--- src/rtl/arb_pkg.sv ---
// Shared types and constants for the IF/LS memory bus arbiter.
package arb_pkg;

   localparam int ARB_AW = 64;
   localparam int ARB_DW = 64;

   typedef enum logic [1:0] {
      IDLE = 2'd0,
      REQ  = 2'd1,
      WAIT = 2'd2,
      RSP  = 2'd3
   } arb_state_e;

   typedef enum logic {
      OWN_IF = 1'b0,
      OWN_LS = 1'b1
   } arb_owner_e;

endpackage

--- src/rtl/arb_prio_sel.sv ---
// Purpose: combinational IF/LS priority pick; LS wins unless IF is owed a grant after starvation.
// Latency: zero (pure combinational).
// Backpressure: a flushing IF never wins, and it no longer displaces LS.
module arb_prio_sel (
   input  logic if_req_valid,
   input  logic ls_req_valid,
   input  logic starve_at_limit,
   input  logic if_flush,
   output logic grant_if,
   output logic grant_ls
);

   logic if_forced;

   always_comb begin
      if_forced = starve_at_limit & if_req_valid & ~if_flush;
      grant_ls  = ls_req_valid & ~if_forced;
      grant_if  = if_req_valid & ~if_flush & ~grant_ls;
   end

endmodule

--- src/rtl/mem_bus_arbiter.sv ---
// Purpose: shares one single-outstanding bus port between IF and LS; ARB_TIMEOUT_EN adds a response watchdog.
// Latency: accept to rsp_valid is 3 cycles on a zero-wait bus; at most one transaction per 4 cycles.
// Backpressure: only the winner sees *_req_ready, only in IDLE; the bus request is held until bus_req_ready.
module mem_bus_arbiter
   import arb_pkg::*;
#(
   parameter int AW           = ARB_AW,
   parameter int DW           = ARB_DW,
   parameter int STARVE_LIMIT = 4,
   parameter int TIMEOUT      = 255
) (
   input  logic            clk,
   input  logic            rst,
   input  logic            if_req_valid,
   output logic            if_req_ready,
   input  logic [AW-1:0]   if_addr,
   input  logic            if_flush,
   output logic            if_rsp_valid,
   output logic [DW-1:0]   if_rsp_rdata,
   input  logic            ls_req_valid,
   output logic            ls_req_ready,
   input  logic [AW-1:0]   ls_addr,
   input  logic            ls_wen,
   input  logic [DW-1:0]   ls_wdata,
   input  logic [DW/8-1:0] ls_wmask,
   output logic            ls_rsp_valid,
   output logic [DW-1:0]   ls_rsp_rdata,
   output logic            bus_req_valid,
   input  logic            bus_req_ready,
   output logic [AW-1:0]   bus_addr,
   output logic            bus_wen,
   output logic [DW-1:0]   bus_wdata,
   output logic [DW/8-1:0] bus_wmask,
   input  logic            bus_rsp_valid,
   input  logic [DW-1:0]   bus_rsp_rdata,
   output logic            busy,
   output logic            err
);

   localparam int MW = DW / 8;
   localparam int SW = $clog2(STARVE_LIMIT + 1);

   arb_state_e    state_q, state_d;
   arb_owner_e    owner_q, owner_d;
   logic [AW-1:0] addr_q, addr_d;
   logic          wen_q, wen_d;
   logic [DW-1:0] wdata_q, wdata_d;
   logic [MW-1:0] wmask_q, wmask_d;
   logic [SW-1:0] starve_cnt_q, starve_cnt_d;
   logic          flush_pend_q, flush_pend_d;
   logic [DW-1:0] if_rdata_q, if_rdata_d;
   logic [DW-1:0] ls_rdata_q, ls_rdata_d;

   logic grant_if, grant_ls;
   logic starve_at_limit;
   logic tmo_fire;

   assign starve_at_limit = (starve_cnt_q == SW'(STARVE_LIMIT));

   arb_prio_sel u_prio_sel (
      .if_req_valid    (if_req_valid),
      .ls_req_valid    (ls_req_valid),
      .starve_at_limit (starve_at_limit),
      .if_flush        (if_flush),
      .grant_if        (grant_if),
      .grant_ls        (grant_ls)
   );

`ifdef ARB_TIMEOUT_EN
   localparam int TW = $clog2(TIMEOUT + 1);

   logic [TW-1:0] tmo_cnt_q, tmo_cnt_d;
   logic          tmo_err_q, tmo_err_d;

   // Counter restarts every time the bus handshake moves us into WAIT.
   always_comb begin
      tmo_cnt_d = tmo_cnt_q;
      tmo_fire  = 1'b0;
      if (state_q == REQ) begin
         tmo_cnt_d = '0;
      end else if (state_q == WAIT) begin
         tmo_cnt_d = tmo_cnt_q + 1'b1;
         tmo_fire  = !bus_rsp_valid && (tmo_cnt_q == TW'(TIMEOUT - 1));
      end
      tmo_err_d = tmo_fire;
   end

   always_ff @(posedge clk or negedge rst) begin
      if (!rst) begin
         tmo_cnt_q <= '0;
         tmo_err_q <= 1'b0;
      end else begin
         tmo_cnt_q <= tmo_cnt_d;
         tmo_err_q <= tmo_err_d;
      end
   end

   assign err = (state_q == RSP) && tmo_err_q;
`else
   logic tmo_cfg_unused;

   assign tmo_cfg_unused = (TIMEOUT == 0);
   assign tmo_fire       = 1'b0;
   assign err            = 1'b0;
`endif

   always_comb begin
      state_d      = state_q;
      owner_d      = owner_q;
      addr_d       = addr_q;
      wen_d        = wen_q;
      wdata_d      = wdata_q;
      wmask_d      = wmask_q;
      starve_cnt_d = starve_cnt_q;
      flush_pend_d = flush_pend_q;
      if_rdata_d   = if_rdata_q;
      ls_rdata_d   = ls_rdata_q;

      unique case (state_q)
         IDLE: begin
            flush_pend_d = 1'b0;
            if (grant_if || !if_req_valid) begin
               starve_cnt_d = '0;
            end else if (grant_ls && !starve_at_limit) begin
               starve_cnt_d = starve_cnt_q + 1'b1;
            end
            if (grant_if) begin
               owner_d = OWN_IF;
               addr_d  = if_addr;
               wen_d   = 1'b0;
               wdata_d = '0;
               wmask_d = '0;
               state_d = REQ;
            end else if (grant_ls) begin
               owner_d = OWN_LS;
               addr_d  = ls_addr;
               wen_d   = ls_wen;
               wdata_d = ls_wdata;
               wmask_d = ls_wmask;
               state_d = REQ;
            end
         end
         REQ: begin
            if (bus_req_ready) state_d = WAIT;
         end
         WAIT: begin
            // A watchdog expiry returns zero data through the normal response path.
            if (bus_rsp_valid || tmo_fire) begin
               state_d = RSP;
               if (owner_q == OWN_IF) if_rdata_d = bus_rsp_valid ? bus_rsp_rdata : '0;
               else                   ls_rdata_d = bus_rsp_valid ? bus_rsp_rdata : '0;
            end
         end
         RSP: begin
            state_d      = IDLE;
            flush_pend_d = 1'b0;
         end
         default: state_d = IDLE;
      endcase

      if ((state_q == REQ || state_q == WAIT) && owner_q == OWN_IF && if_flush) begin
         flush_pend_d = 1'b1;
      end
   end

   always_ff @(posedge clk or negedge rst) begin
      if (!rst) begin
         state_q      <= IDLE;
         owner_q      <= OWN_IF;
         addr_q       <= '0;
         wen_q        <= 1'b0;
         wdata_q      <= '0;
         wmask_q      <= '0;
         starve_cnt_q <= '0;
         flush_pend_q <= 1'b0;
         if_rdata_q   <= '0;
         ls_rdata_q   <= '0;
      end else begin
         state_q      <= state_d;
         owner_q      <= owner_d;
         addr_q       <= addr_d;
         wen_q        <= wen_d;
         wdata_q      <= wdata_d;
         wmask_q      <= wmask_d;
         starve_cnt_q <= starve_cnt_d;
         flush_pend_q <= flush_pend_d;
         if_rdata_q   <= if_rdata_d;
         ls_rdata_q   <= ls_rdata_d;
      end
   end

   // Readies are gated by reset so nothing is accepted while the block is held in reset.
   assign if_req_ready  = rst && (state_q == IDLE) && grant_if;
   assign ls_req_ready  = rst && (state_q == IDLE) && grant_ls;
   assign bus_req_valid = (state_q == REQ);
   assign bus_addr      = addr_q;
   assign bus_wen       = wen_q;
   assign bus_wdata     = wdata_q;
   assign bus_wmask     = wmask_q;
   // A flush landing in the RSP cycle itself still suppresses the IF pulse.
   assign if_rsp_valid  = (state_q == RSP) && (owner_q == OWN_IF) && !flush_pend_q && !if_flush;
   assign ls_rsp_valid  = (state_q == RSP) && (owner_q == OWN_LS);
   assign if_rsp_rdata  = if_rdata_q;
   assign ls_rsp_rdata  = ls_rdata_q;
   assign busy          = (state_q != IDLE);

endmodule

--- config.mk ---
export PLATFORM = sky130hd
export DESIGN_NAME = mem_bus_arbiter
export DESIGN_NICKNAME = d
export VERILOG_FILES = /design/src/rtl/arb_pkg.sv /design/src/rtl/arb_prio_sel.sv /design/src/rtl/mem_bus_arbiter.sv
export SDC_FILE = /design/constraint.sdc
export NUM_CORES = 1
export LEC_CHECK = 0
export CAP_MARGIN = 25
export CORE_AREA = 3 3 213 215
export DETAILED_ROUTE_END_ITERATION = 8
export DIE_AREA = 0 0 216 218
export GPL_TIMING_DRIVEN = 0
export PLACE_DENSITY = 0.64
export SYNTH_ARGS = -nofsm -noshare
export SYNTH_HDL_FRONTEND = slang
export SYNTH_HIERARCHICAL = 1
export SYNTH_SLANG_ARGS = --single-unit
--- constraint.sdc ---
create_clock -name clk -period 4.7 [get_ports clk]
set_input_delay 0.705 -clock clk [delete_from_list [all_inputs] [get_ports clk]]
set_output_delay 0.705 -clock clk [all_outputs]
set_load 0.02 [all_outputs]
Word-level counts from Yosys, hierarchy flattened
Cells that the tools add are included.
- input bits: 272
- flip-flop bits (word level): 272
- output and inout bits: 272
- mux-type cells: 19
- add/subtract/negate cells: 1
- eq/ne operators: 7
- reductions and logical operators: 27
- bitwise logic cells: 9
- operator list (kind ; number):
    $mux 64 ; 4
    $mux 8 ; 2
    $logic_and 1x1->1 ; 10
    $reduce_and 3->1 ; 3
    $mux 2 ; 4
    $pmux 2 s4 ; 1
    $reduce_bool 2->1 ; 4
    $mux 1 ; 6
    $mux 3 ; 2
    $and 1x1->1 ; 5
    $eq 2x2->1 const B ; 2
    $logic_not 1->1 ; 4
    $not 1->1 ; 4
    $reduce_and 2->1 ; 2
    $add 3x1->3 const B ; 1
    $eq 3x3->1 const B ; 1
    $ne 3x3->1 const B ; 1
    $eq 2x1->1 const B ; 1
    $logic_not 2->1 ; 1
    $logic_or 1x1->1 ; 2
    $ne 2x1->1 const B ; 1
    $ne 2x2->1 const B ; 1
    $reduce_or 2->1 ; 1

Longest topological paths before layout
- word-level depth: 10
- depth in mapped cells: 12

Modules after synthesis
The synthesis kept the hierarchy.
- by module, submodules not included (module ; instances ; sequential area each (um^2) ; area each (um^2) ; cells an instance):
    mem_bus_arbiter ; 1 ; 6806.5 ; 11415.9 ; 912
    arb_prio_sel ; 1 ; 0.0 ; 36.3 ; 4

Worst setup path after synthesis
No wires, ideal clock.
- path kind: input port to output port
- start point: input if_req_valid
- end point: output if_req_ready
- path buffers: 3
- cell stages on the path: 6
- setup slack: 2.279 ns
- data required time: 3.995 ns
- arrival time: 1.716 ns
- path through: nor2b_4 > a21boi_2 > buf_6 > buf_2 > buf_4 > and3_1
- cells in the longest elaborated chain, start to end: 7
- ends and longest elaborated chain (what ; RTL line ; text):
    start: declaration ; mem_bus_arbiter.sv:14 ; input logic if_req_valid,
    $and 1x1->1 (2 in a row) ; arb_prio_sel.sv:16 ; if_forced = starve_at_limit & if_req_valid & ~if_flush;
    $not 1->1 ; arb_prio_sel.sv:17 ; grant_ls = ls_req_valid & ~if_forced;
    $and 1x1->1 ; arb_prio_sel.sv:17 ;
    $not 1->1 ; arb_prio_sel.sv:18 ; grant_if = if_req_valid & ~if_flush & ~grant_ls;
    $and 1x1->1 (*) ; arb_prio_sel.sv:18 ;
    net grant_if ; mem_bus_arbiter.sv:54 ; logic grant_if, grant_ls;
    $logic_and 1x1->1 (*) ; mem_bus_arbiter.sv:193 ; assign if_req_ready = rst && (state_q == IDLE) && grant_if;
    end: declaration ; mem_bus_arbiter.sv:15 ; output logic if_req_ready,
The timed path passes the listed nets; every way through them passes the cells marked *.

Final worst setup path
- start point: input rst
- end point: output ls_req_ready
- cells in the longest elaborated chain, start to end: 2
- ends and longest elaborated chain (what ; RTL line ; text):
    start: declaration ; mem_bus_arbiter.sv:13 ; input logic rst,
    $logic_and 1x1->1 (2 in a row) ; mem_bus_arbiter.sv:194 ; assign ls_req_ready = rst && (state_q == IDLE) && grant_ls;
    end: declaration ; mem_bus_arbiter.sv:21 ; output logic ls_req_ready,
Every way passes these cells.

==> qor.csv <==
metric,value,unit
status,"complete, no violations",
Initial DRC Count,338,
crit path launch type,input port,
I/O pin total,544,
post-synthesis mux area share,0.184,
sequential cell area fraction in the yosys report,0.594,
"CTS clk-pin slew, worst paths",0.05,ns
Worst Tran Pin Value,0.673,ns
grt met1 use,0.182,
post-synthesis adder-cell area fraction,0.00656,
synth unique cells,41,
worst reg-to-reg setup slack,2.32,ns
vias in the first global route,9783,
Compound-Gate Fraction of Synth Area,0.0723,
Pleak,7.93,nW
Mapped Cells,916,
initial antenna violation count,3,
root buf cell,clkbuf_16,
GRT overflow,0,
largest family of logic cells by synthesized area,multiplexers,
Slew headroom,0.552,
most used routing layer,met2,
post-route core utilization,0.426,
core area,0.0439,sq mm
CTS H-Tree Depth,2,
Setup CP Type,in2out,
Final Hold Fails,0,
Post-CTS Resized,0,
fmax,0.274,GHz
Buffers on Ports,542,
first-pass GRT wire length,60900,um
met2 track demand over resource,0.308,
CP Launch Point,rst,
"commonest non-fill, non-tap cell in the layout",clkdlybuf4s50_1,
Setup crit end,ls_req_ready,
num rows,77,
DIE HEIGHT,218,um
area delta synth->final,63.5,%
power density over the cells,681,mW/mm^2
WL/cell,19.5,um
fin crit period,3.64,ns
Max-Cap Viols,0,
Peak VDD IR,0.310,mV
share of layout cells above drive strength 1,0.153,
Most used DFF post-synth,dfrtp_1,
most frequent cells in the layout,"clkdlybuf4s50_1 (541), dfrtp_1 (272), nand2_1 (130)",
CP max FO,111,
Fillers,4214,
area of the mapped netlist,0.0115,sq mm
number of flops mapped to enable cells by yosys,0,
simple-gate share of the synthesized area,0.0955,
Final Setup Violations,0,
met3 Use GR,0.0719,
largest net degree at the start of global routing,112,
nets@finish,1774,
clock latency on the worst-skew pair,0.52,ns
Pre-Repair DR Iteration Count,4,
Seq cells post-synth,272,
post-route ant nets,0,
cts hold-fix bufs,0,
final wirelength,41300,um
Syn. warnings,6,
Synth Area in XOR/XNOR,0,
Fin Setup TNS,0,ns
Slew Limit Fails,0,
TritonCTS clock tree,done,
Vias,9156,
Syn Nets,1194,
RSZ-0062 raised after global routing,no,
worst r2r src,starve_cnt_q[0],
DIE AREA,0.0471,sq mm
Tcrit/Tclk final,0.775,
Crit. End Element,primary output,
Finished Cell Area,0.0187,sq mm
Initial Utilization,0.261,
Remaining DRCs,0,
Async SR Flop Fraction,1.00,
Clock Path Buffers,3,
DIE WIDTH,216,um
clock sink count,272,
"Arr. time, crit path",2.94,ns
Placed Instance Area,0.0177,sq mm
Final Wtd Congestion,0.813,
Setup Skew,0.00986,ns
r2r worst-path depth,10,
Final HPWL DP,32200,um
vias per cell,4.33,
average instance area after synthesis,12.5,sq um
worst hold path type,in2async,
Post-CTS Setup Inserts,0,
Reg-to-Reg End,bus_wmask[1],
CTS Buf Count,34,
gr usage total,0.170,
Power Total,0.0127,W
"Req. time, crit path",3.99,ns
routing by layer:
metal | routed length, um | vias to the layer above
met5 | 9 | -
met4 | 865 | 2
met3 | 4090 | 56
met2 | 20900 | 406
met1 | 15400 | 4417
li1 | - | 4275
per-stage QoR:
step | setup slack (ns) | hold WS (ns) | instances
2_1_floorplan | 2.28 | 0.409 | 916
3_3_place_gp | -9.17 | 0.461 | 2050
3_5_place_dp | 0.924 | 0.470 | 2052
4_1_cts | 0.924 | 0.0682 | 2112
5_1_grt | 0.769 | 0.0915 | 2113
6_report | 1.06 | 0.0878 | 2113
worst min path at each step:
| stage | end | from | slack, ns |
|---|---|---|---|
| 2_1_floorplan | bus_addr[0] | rst | 0.41 |
| 3_3_place_gp | bus_addr[32] | bus_addr[32] | 0.46 |
| 3_5_place_dp | bus_addr[43] | bus_addr[43] | 0.47 |
| 4_1_cts | ls_rsp_rdata[22] | rst | 0.07 |
| 5_1_grt | ls_rsp_rdata[19] | rst | 0.09 |
| 6_report | ls_rsp_rdata[22] | rst | 0.09 |
flip-flops by register name (all words and copies together) (netlist names), 2 cells and up:
name	cells
if_rsp_rdata	64
bus_wmask	8
ls_rsp_rdata	64
bus_wdata	64
state_q	2
bus_addr	64
starve_cnt_q	3
synthesized netlist by cell type, drive strengths merged (3+ instances only):
cell type    n  area (sq um)
dfrtp      272          6810
nand2      139           544
buf         43           433
clkbuf      18          77.6
nand2b      74           463
mux2       130          1460
inv          8          30.0
nor2b        3          26.3
mux2i       64           641
o21ai      139           744
ha           6          75.1
power breakdown:
group	switching (W)	total [W]	internal, W	leakage, nW
registers	0.000610	0.00409	0.00348	3.34
clock network	0.00103	0.00245	0.00142	0.513
logic	0.00314	0.00620	0.00306	4.08
total	0.00478	0.0127	0.00796	7.93
cell type report:
| class | count | area, sq um | share of cell area |
|---|---|---|---|
| repair buffers | 544 | 5490 | 0.293 |
| plain buffers | 61 | 510 | 0.0273 |
| well taps | 592 | 741 | 0.0396 |
| clock buffers | 48 | 953 | 0.0509 |
| multi-input cells | 575 | 4110 | 0.219 |
| inverters | 8 | 30.0 | 0.00160 |
| diodes | 1 | 2.50 | 0.000134 |
| flip-flops and latches | 272 | 6810 | 0.364 |
| clock inverters | 12 | 88.8 | 0.00474 |
logic make-up (layout without fill, tap and decap cells):
family          after synthesis  count (layout)
compound gates              149             149
other cells                   1               2
flops                       272             272
simple gates                225             225
fa+ha+maj                     6               6
mux                         194             194
buf+inv                      69             673
critical path, cell delays in order:
cell,delay [ns]
buf_8,0.34
buf_16,0.40
buf_16,0.45
and3_1,0.24
clkdlybuf4s50_1,0.63
Power figures use the tool's default switching activity.
